`config.mk`:
```
export PLATFORM = sky130hd
export DESIGN_NAME = simd_prog_loader_flat
export DESIGN_NICKNAME = d
export VERILOG_FILES = /design/src/rtl/simd_prog_loader_if.sv /design/src/rtl/simd_prog_loader.sv /design/src/flat_wrapper.sv
export SDC_FILE = /design/constraint.sdc
export NUM_CORES = 1
export LEC_CHECK = 0
export CELL_PAD_IN_SITES_DETAIL_PLACEMENT = 1
export CELL_PAD_IN_SITES_GLOBAL_PLACEMENT = 2
export CORE_MARGIN = 4
export CORE_UTILIZATION = 36
export CTS_CLUSTER_DIAMETER = 120
export DETAILED_ROUTE_END_ITERATION = 8
export GPL_TIMING_DRIVEN = 0
export HOLD_SLACK_MARGIN = 0.06
export PLACE_DENSITY = 0.86
export SYNTH_ARGS = -nofsm -noshare
export SYNTH_HDL_FRONTEND = slang
export SYNTH_SLANG_ARGS = --single-unit
```
`constraint.sdc`:
```
create_clock -name i_clk -period 2.13 [get_ports i_clk]
set_input_delay 0.639 -clock i_clk [delete_from_list [all_inputs] [get_ports i_clk]]
set_output_delay 0.639 -clock i_clk [all_outputs]
set_load 0.02 [all_outputs]
```
`src/rtl/simd_prog_loader_if.sv`:
```
// Host byte stream, memory write ports and CPU control for simd_prog_loader.
// master = loader side, slave = host/CPU side.
interface simd_prog_loader_if #(
    parameter int ADDR_W = 10,
    parameter int INST_W = 18,
    parameter int DATA_W = 16
);
    logic              in_valid;
    logic [7:0]        in_data;
    logic              in_ready;
    logic              imem_we;
    logic [ADDR_W-1:0] imem_addr;
    logic [INST_W-1:0] imem_wdata;
    logic              dmem_we;
    logic [ADDR_W-1:0] dmem_addr;
    logic [DATA_W-1:0] dmem_wdata;
    logic              cpu_rst;
    logic              cpu_done;
    logic              busy;
    logic              run_done;
    logic              err;

    modport master (
        input  in_valid, in_data, cpu_done,
        output in_ready, imem_we, imem_addr, imem_wdata,
               dmem_we, dmem_addr, dmem_wdata, cpu_rst, busy, run_done, err
    );
    modport slave (
        output in_valid, in_data, cpu_done,
        input  in_ready, imem_we, imem_addr, imem_wdata,
               dmem_we, dmem_addr, dmem_wdata, cpu_rst, busy, run_done, err
    );
endinterface

```
`src/rtl/simd_prog_loader.sv`:
```
// Byte-stream program/data loader for the SIMD core: fills imem/dmem, then runs the CPU.
// Optional LOADER_CHECKSUM_EN appends an XOR checksum byte to every load packet.
module simd_prog_loader #(
    parameter int ADDR_W      = 10,
    parameter int INST_W      = 18,
    parameter int DATA_W      = 16,
    parameter int RUN_TIMEOUT = 65535
) (
    input  logic               i_clk,
    input  logic               i_rst,
    simd_prog_loader_if.master bus
);
    localparam logic [2:0] S_IDLE    = 3'd0;
    localparam logic [2:0] S_ADDR_H  = 3'd1;
    localparam logic [2:0] S_ADDR_L  = 3'd2;
    localparam logic [2:0] S_COUNT   = 3'd3;
    localparam logic [2:0] S_PAYLOAD = 3'd4;
    localparam logic [2:0] S_RUN     = 3'd5;
    localparam logic [2:0] S_DONE    = 3'd6;
`ifdef LOADER_CHECKSUM_EN
    localparam logic [2:0] S_CHECK   = 3'd7;
    localparam logic [2:0] S_PKT_END = S_CHECK;
`else
    localparam logic [2:0] S_PKT_END = S_IDLE;
`endif

    localparam int SH_W = INST_W - 8;
    localparam int TW   = $clog2(RUN_TIMEOUT + 1);

    logic [2:0]        r_state;
    logic              r_live;
    logic              r_is_inst;
    logic [ADDR_W-9:0] r_addr_h;
    logic [ADDR_W-1:0] r_addr;
    logic [7:0]        r_cnt;
    logic [1:0]        r_bidx;
    logic [SH_W-1:0]   r_shift;
    logic              r_imem_we;
    logic [ADDR_W-1:0] r_imem_addr;
    logic [INST_W-1:0] r_imem_wdata;
    logic              r_dmem_we;
    logic [ADDR_W-1:0] r_dmem_addr;
    logic [DATA_W-1:0] r_dmem_wdata;
    logic              r_cpu_rst;
    logic              r_run_done;
    logic              r_err;
    logic [TW-1:0]     r_timer;
`ifdef LOADER_CHECKSUM_EN
    logic [7:0]        r_csum;
`endif

    logic              w_acc;
    logic              w_last_byte;
    logic [INST_W-1:0] w_iword;

    assign w_acc       = bus.in_valid & bus.in_ready;
    assign w_last_byte = r_is_inst ? (r_bidx == 2'd2) : (r_bidx == 2'd1);
    // Older bytes shift up; the top bits of the first instruction byte fall off.
    assign w_iword     = {r_shift, bus.in_data};

    always_ff @(posedge i_clk or negedge i_rst) begin
        if (!i_rst) begin
            r_state      <= S_IDLE;
            r_live       <= 1'b0;
            r_is_inst    <= 1'b0;
            r_addr_h     <= '0;
            r_addr       <= '0;
            r_cnt        <= '0;
            r_bidx       <= '0;
            r_shift      <= '0;
            r_imem_we    <= 1'b0;
            r_imem_addr  <= '0;
            r_imem_wdata <= '0;
            r_dmem_we    <= 1'b0;
            r_dmem_addr  <= '0;
            r_dmem_wdata <= '0;
            r_cpu_rst    <= 1'b1;
            r_run_done   <= 1'b0;
            r_err        <= 1'b0;
            r_timer      <= '0;
`ifdef LOADER_CHECKSUM_EN
            r_csum       <= '0;
`endif
        end else begin
            r_live     <= 1'b1;
            r_imem_we  <= 1'b0;
            r_dmem_we  <= 1'b0;
            r_run_done <= 1'b0;
`ifdef LOADER_CHECKSUM_EN
            if (w_acc)
                r_csum <= (r_state == S_IDLE) ? bus.in_data : (r_csum ^ bus.in_data);
`endif
            case (r_state)
                S_IDLE: if (w_acc) begin
                    case (bus.in_data[7:6])
                        2'b00, 2'b01: begin
                            r_is_inst <= ~bus.in_data[6];
                            r_state   <= S_ADDR_H;
                        end
                        2'b10:   r_state <= S_RUN;
                        default: r_err   <= 1'b1;
                    endcase
                end
                S_ADDR_H: if (w_acc) begin
                    r_addr_h <= bus.in_data[ADDR_W-9:0];
                    r_state  <= S_ADDR_L;
                end
                S_ADDR_L: if (w_acc) begin
                    r_addr  <= {r_addr_h, bus.in_data};
                    r_state <= S_COUNT;
                end
                S_COUNT: if (w_acc) begin
                    r_cnt   <= bus.in_data;
                    r_bidx  <= '0;
                    r_state <= S_PAYLOAD;
                end
                S_PAYLOAD: if (w_acc) begin
                    r_shift <= w_iword[SH_W-1:0];
                    if (w_last_byte) begin
                        r_bidx <= '0;
                        if (r_is_inst) begin
                            r_imem_we    <= 1'b1;
                            r_imem_addr  <= r_addr;
                            r_imem_wdata <= w_iword;
                        end else begin
                            r_dmem_we    <= 1'b1;
                            r_dmem_addr  <= r_addr;
                            r_dmem_wdata <= w_iword[DATA_W-1:0];
                        end
                        r_addr <= r_addr + 1'b1;
                        if (r_cnt == 8'd0) r_state <= S_PKT_END;
                        else               r_cnt   <= r_cnt - 8'd1;
                    end else begin
                        r_bidx <= r_bidx + 2'd1;
                    end
                end
`ifdef LOADER_CHECKSUM_EN
                S_CHECK: if (w_acc) begin
                    if ((r_csum ^ bus.in_data) != 8'h00) r_err <= 1'b1;
                    r_state <= S_IDLE;
                end
`endif
                // First RUN cycle only releases the core; cpu_done is sampled once it runs.
                S_RUN: begin
                    if (r_cpu_rst) begin
                        r_cpu_rst <= 1'b0;
                        r_timer   <= '0;
                    end else if (bus.cpu_done) begin
                        r_cpu_rst  <= 1'b1;
                        r_run_done <= 1'b1;
                        r_state    <= S_DONE;
                    end else if (r_timer == TW'(RUN_TIMEOUT - 1)) begin
                        r_err      <= 1'b1;
                        r_cpu_rst  <= 1'b1;
                        r_run_done <= 1'b1;
                        r_state    <= S_DONE;
                    end else begin
                        r_timer <= r_timer + 1'b1;
                    end
                end
                S_DONE:  r_state <= S_IDLE;
                default: r_state <= S_IDLE;
            endcase
        end
    end

    assign bus.in_ready   = r_live & (r_state != S_RUN) & (r_state != S_DONE);
    assign bus.imem_we    = r_imem_we;
    assign bus.imem_addr  = r_imem_addr;
    assign bus.imem_wdata = r_imem_wdata;
    assign bus.dmem_we    = r_dmem_we;
    assign bus.dmem_addr  = r_dmem_addr;
    assign bus.dmem_wdata = r_dmem_wdata;
    assign bus.cpu_rst    = r_cpu_rst;
    assign bus.busy       = (r_state != S_IDLE);
    assign bus.run_done   = r_run_done;
    assign bus.err        = r_err;
endmodule

```
`src/flat_wrapper.sv`:
```
// flat-port wrapper written by rule: the top's interface ports become plain ports
module simd_prog_loader_flat 
#(
    parameter int ADDR_W      = 10,
    parameter int INST_W      = 18,
    parameter int DATA_W      = 16,
    parameter int RUN_TIMEOUT = 65535
)
  (i_clk, i_rst, bus_in_valid, bus_in_data, bus_cpu_done, bus_in_ready, bus_imem_we, bus_imem_addr, bus_imem_wdata, bus_dmem_we, bus_dmem_addr, bus_dmem_wdata, bus_cpu_rst, bus_busy, bus_run_done, bus_err);
  simd_prog_loader_if #(.ADDR_W(ADDR_W), .INST_W(INST_W), .DATA_W(DATA_W)) bus_i ();
  input  logic i_clk;
  input  logic i_rst;
  input wire logic [$bits(bus_i.in_valid)-1:0] bus_in_valid;
  input wire logic [$bits(bus_i.in_data)-1:0] bus_in_data;
  input wire logic [$bits(bus_i.cpu_done)-1:0] bus_cpu_done;
  output wire logic [$bits(bus_i.in_ready)-1:0] bus_in_ready;
  output wire logic [$bits(bus_i.imem_we)-1:0] bus_imem_we;
  output wire logic [$bits(bus_i.imem_addr)-1:0] bus_imem_addr;
  output wire logic [$bits(bus_i.imem_wdata)-1:0] bus_imem_wdata;
  output wire logic [$bits(bus_i.dmem_we)-1:0] bus_dmem_we;
  output wire logic [$bits(bus_i.dmem_addr)-1:0] bus_dmem_addr;
  output wire logic [$bits(bus_i.dmem_wdata)-1:0] bus_dmem_wdata;
  output wire logic [$bits(bus_i.cpu_rst)-1:0] bus_cpu_rst;
  output wire logic [$bits(bus_i.busy)-1:0] bus_busy;
  output wire logic [$bits(bus_i.run_done)-1:0] bus_run_done;
  output wire logic [$bits(bus_i.err)-1:0] bus_err;
  assign bus_i.in_valid = bus_in_valid;
  assign bus_i.in_data = bus_in_data;
  assign bus_i.cpu_done = bus_cpu_done;
  assign bus_in_ready = bus_i.in_ready;
  assign bus_imem_we = bus_i.imem_we;
  assign bus_imem_addr = bus_i.imem_addr;
  assign bus_imem_wdata = bus_i.imem_wdata;
  assign bus_dmem_we = bus_i.dmem_we;
  assign bus_dmem_addr = bus_i.dmem_addr;
  assign bus_dmem_wdata = bus_i.dmem_wdata;
  assign bus_cpu_rst = bus_i.cpu_rst;
  assign bus_busy = bus_i.busy;
  assign bus_run_done = bus_i.run_done;
  assign bus_err = bus_i.err;
  simd_prog_loader #(.ADDR_W(ADDR_W), .INST_W(INST_W), .DATA_W(DATA_W), .RUN_TIMEOUT(RUN_TIMEOUT)) u_core (.i_clk(i_clk), .i_rst(i_rst), .bus(bus_i));
endmodule
```
==> results_dict.tcl <==
set metrics [dict create \
    ys_types 58 \
    grt_pass1_wl_um 24600 \
    yosysSeqAreaShare 0.520 \
    final_net_count 592 \
    wl_per_cell_um 19.7 \
    port_buffers 71 \
    synth_edf_count 0 \
    synth.cell_area_sq_um 5390 \
    synth_seq_cells 112 \
    core_area_sq_um 14600 \
    critPathKind "input port to flop" \
    num_antenna_cells 0 \
    clock_path_buffers 2 \
    slew_headroom 0.512 \
    syn_inst 486 \
    dieArea_sq_um 17000 \
    grt_max_degree 101 \
    ys_async_sr_fraction 1.00 \
    die_x_um 130 \
    die_h_um 130 \
    setup_viol 0 \
    gp_congestion 0.805 \
    period_share 0.979 \
    hold_viol 0 \
    synth_nets 503 \
    synth_commonest_cells "111 x dfrtp_1, 65 x mux2_2, 31 x nand2_1" \
    post_dp_cell_area_sq_um 6360 \
    tightestPinTransition_ns 0.731 \
    skew_ns 0.00839 \
    synth_top_cell_by_area "dfrtp_1" \
    cp_data_required_time_ns 2.38 \
    via_per_inst 5.64 \
    syn_area_per_cell_sq_um 11.1 \
    yosys.area.top_type_share 0.516 \
    r2r-start "u_core.r_state[1]" \
    clkTransAtPathRegs_ns 0.08 \
    hpwl_um 10600 \
    drt_iter0_drc 229 \
    track_usage 0.185 \
    synth_most_common_cell "dfrtp_1" \
    yosys-top-cells-area "dfrtp_1 52%, mux2_2 14%, nand2_1 2.2%, nand3_1 2.0%, a21oi_1 2.0%" \
    drive_gt1_frac 0.250 \
    area_growth_pct 27.5 \
    cp-start-kind "input port" \
    dp_cells 742 \
    io_pins 73 \
    drc 0 \
    clock_sinks 112 \
    peakVddDrop_v 0.000583 \
    status "completed" \
    routed_wl_um 15000 \
    fmax_mhz 480 \
    period_minus_slack_ns 2.08 \
    powerDensity_nw_per_um2 1370 \
    final_cell_area_sq_um 6870 \
    rsz0062_at_grt "true" \
    yosysWarnings 0 \
    hp-class "input port to asynchronous set/reset pin" \
    critPathMaxFanout 10 \
    setup_tns_ns 0 \
    vias 4311 \
    drv_slew 0 \
    cts_max_level 3 \
    p_leak_uw 0.00298 \
    crit_start "bus_in_valid" \
    initial_core_util 0.369 \
    synthFlopType "dfrtp_1" \
    max_cap_viol_count 0 \
    final_cell_count_no_fill 764 \
    clk-insertion-delay-late_ns 0.36 \
    tritoncts "yes" \
    detail-route-antenna-nets 0 \
    drt-pass1-iter-count 4 \
    ctsRootBufferMaster "clkbuf_16" \
    grt_pass1_vias 4632 \
    end_kind "flop" \
    antenna_found_initial 0 \
    crit_arrival_ns 2.33 \
    rows 44 \
    grt-ovfl-total 0 \
    regToRegSetupSlack_ns 0.07 \
    numCtsBuffers 9 \
]
==> stage by stage <==
step                      hold WS (ns)  power [uW]  setup WS (ns)   util
after floorplan                  0.343        5850         0.0824      -
after global placement           0.481        7300          -3.93  0.434
after detailed placement         0.467        7510         -0.840  0.436
after CTS                       0.0773        9380        -0.0575  0.463
after global routing            0.0767       10100        0.00106  0.471
final                           0.0885        9440         0.0455  0.471
==> logic make-up after synthesis <==
group,after synthesis,share of synthesized area
mux,69,0.144
buf+inv,50,0.0374
simple gates,144,0.148
xor+xnor,2,0.00325
other cells,1,0.000696
flops,112,0.520
compound gates,103,0.134
fa+ha+maj,5,0.0116
==> placed cells by master (no fill, tap or decap), types with 3 or more instances in the layout <==
cell type,Yosys,routed
a21oi_1,21,21
a2bb2oi_1,9,9
a31o_2,3,3
a31oi_1,14,14
and2_1,7,5
and3_1,9,9
buf_1,3,3
buf_2,11,5
buf_4,0,15
buf_6,0,7
clkbuf_1,20,8
clkbuf_16,0,9
clkbuf_2,0,3
clkbuf_8,0,4
clkdlybuf4s50_1,0,66
dfrtp_1,111,110
ha_1,5,5
inv_1,16,16
mux2_2,65,65
mux2i_1,3,3
nand2_1,31,29
nand3_1,22,22
nand3b_1,3,3
nand4_1,3,3
nor2_1,18,18
nor3_1,9,8
nor3b_1,7,6
nor4_1,7,3
nor4_2,1,4
o211ai_1,8,8
o21ai_0,12,12
o22ai_1,3,3
o311ai_0,5,5
o31ai_1,6,6
o41ai_1,5,5
or2_2,5,5
or3_1,4,3
or4_1,9,7
==> final cells by class <==
type,instances,area (sq um)
fillers,1560,7720
flip-flops and latches,112,2810
multi-input cells,324,2470
repair buffers,84,833
clock buffers,13,280
well taps,184,230
plain buffers,28,164
inverters,16,60.1
clock inverters,3,28.8
==> path summary, 6_finish.rpt <==
check	to	cells after the start
worst max-delay path	u_core.r_addr[1]	5
worst min-delay path	u_core.bus.dmem_wdata[1]	1
worst max register to register	u_core.r_cnt[1]	6
worst min register to register	u_core.bus.imem_wdata[5]	1
max in group asynchronous	u_core.r_state[0]	2
min in group i_clk	u_core.bus.imem_wdata[5]	1
==> sequential cells by signal, indices dropped and copies added, names as in the netlist, 2 cells and up <==
name,flops
u_core.r_timer,16
u_core.r_bidx,2
u_core.r_addr,10
u_core.bus.imem_wdata,18
u_core.bus.dmem_addr,10
u_core.r_addr_h,2
u_core.r_state,3
u_core.bus.dmem_wdata,16
u_core.r_shift,10
u_core.r_cnt,8
u_core.bus.imem_addr,10
==> repair_timing <==
| action | 4_1_cts | 5_1_grt |
|---|---|---|
| gates resized for setup | 33 | 26 |
| buffers inserted | 5 | 7 |
| hold buffers | 0 | 0 |
| endpoints found under the setup margin | 81 | 46 |
| pin swaps | 2 | 4 |
==> report_power, final <==
part           switching (uW)  leakage [uW]  internal (uW)
clock network             801      0.000155            940
logic                    2170       0.00140           2000
registers                 645       0.00143           2880
==> critical path, stage by stage <==
cell and delay [ns]:
clkdlybuf4s50_1 0.52, nand2_1 0.11, or4_4 0.52, nand2_2 0.20, mux2_2 0.35
==> routing by layer <==
layer / part of all wire / up-vias / global-route usage / wire [um]
met1: 0.45 / 2203 / 0.248 / 6800
met3: 0.043 / 20 / 0.0282 / 641
met5: 0 / - / 0 / 0
li1: - / 1987 / - / -
met4: 0.016 / 0 / 0.0629 / 235
met2: 0.49 / 101 / 0.306 / 7360
(Power assumes the default switching activity.)
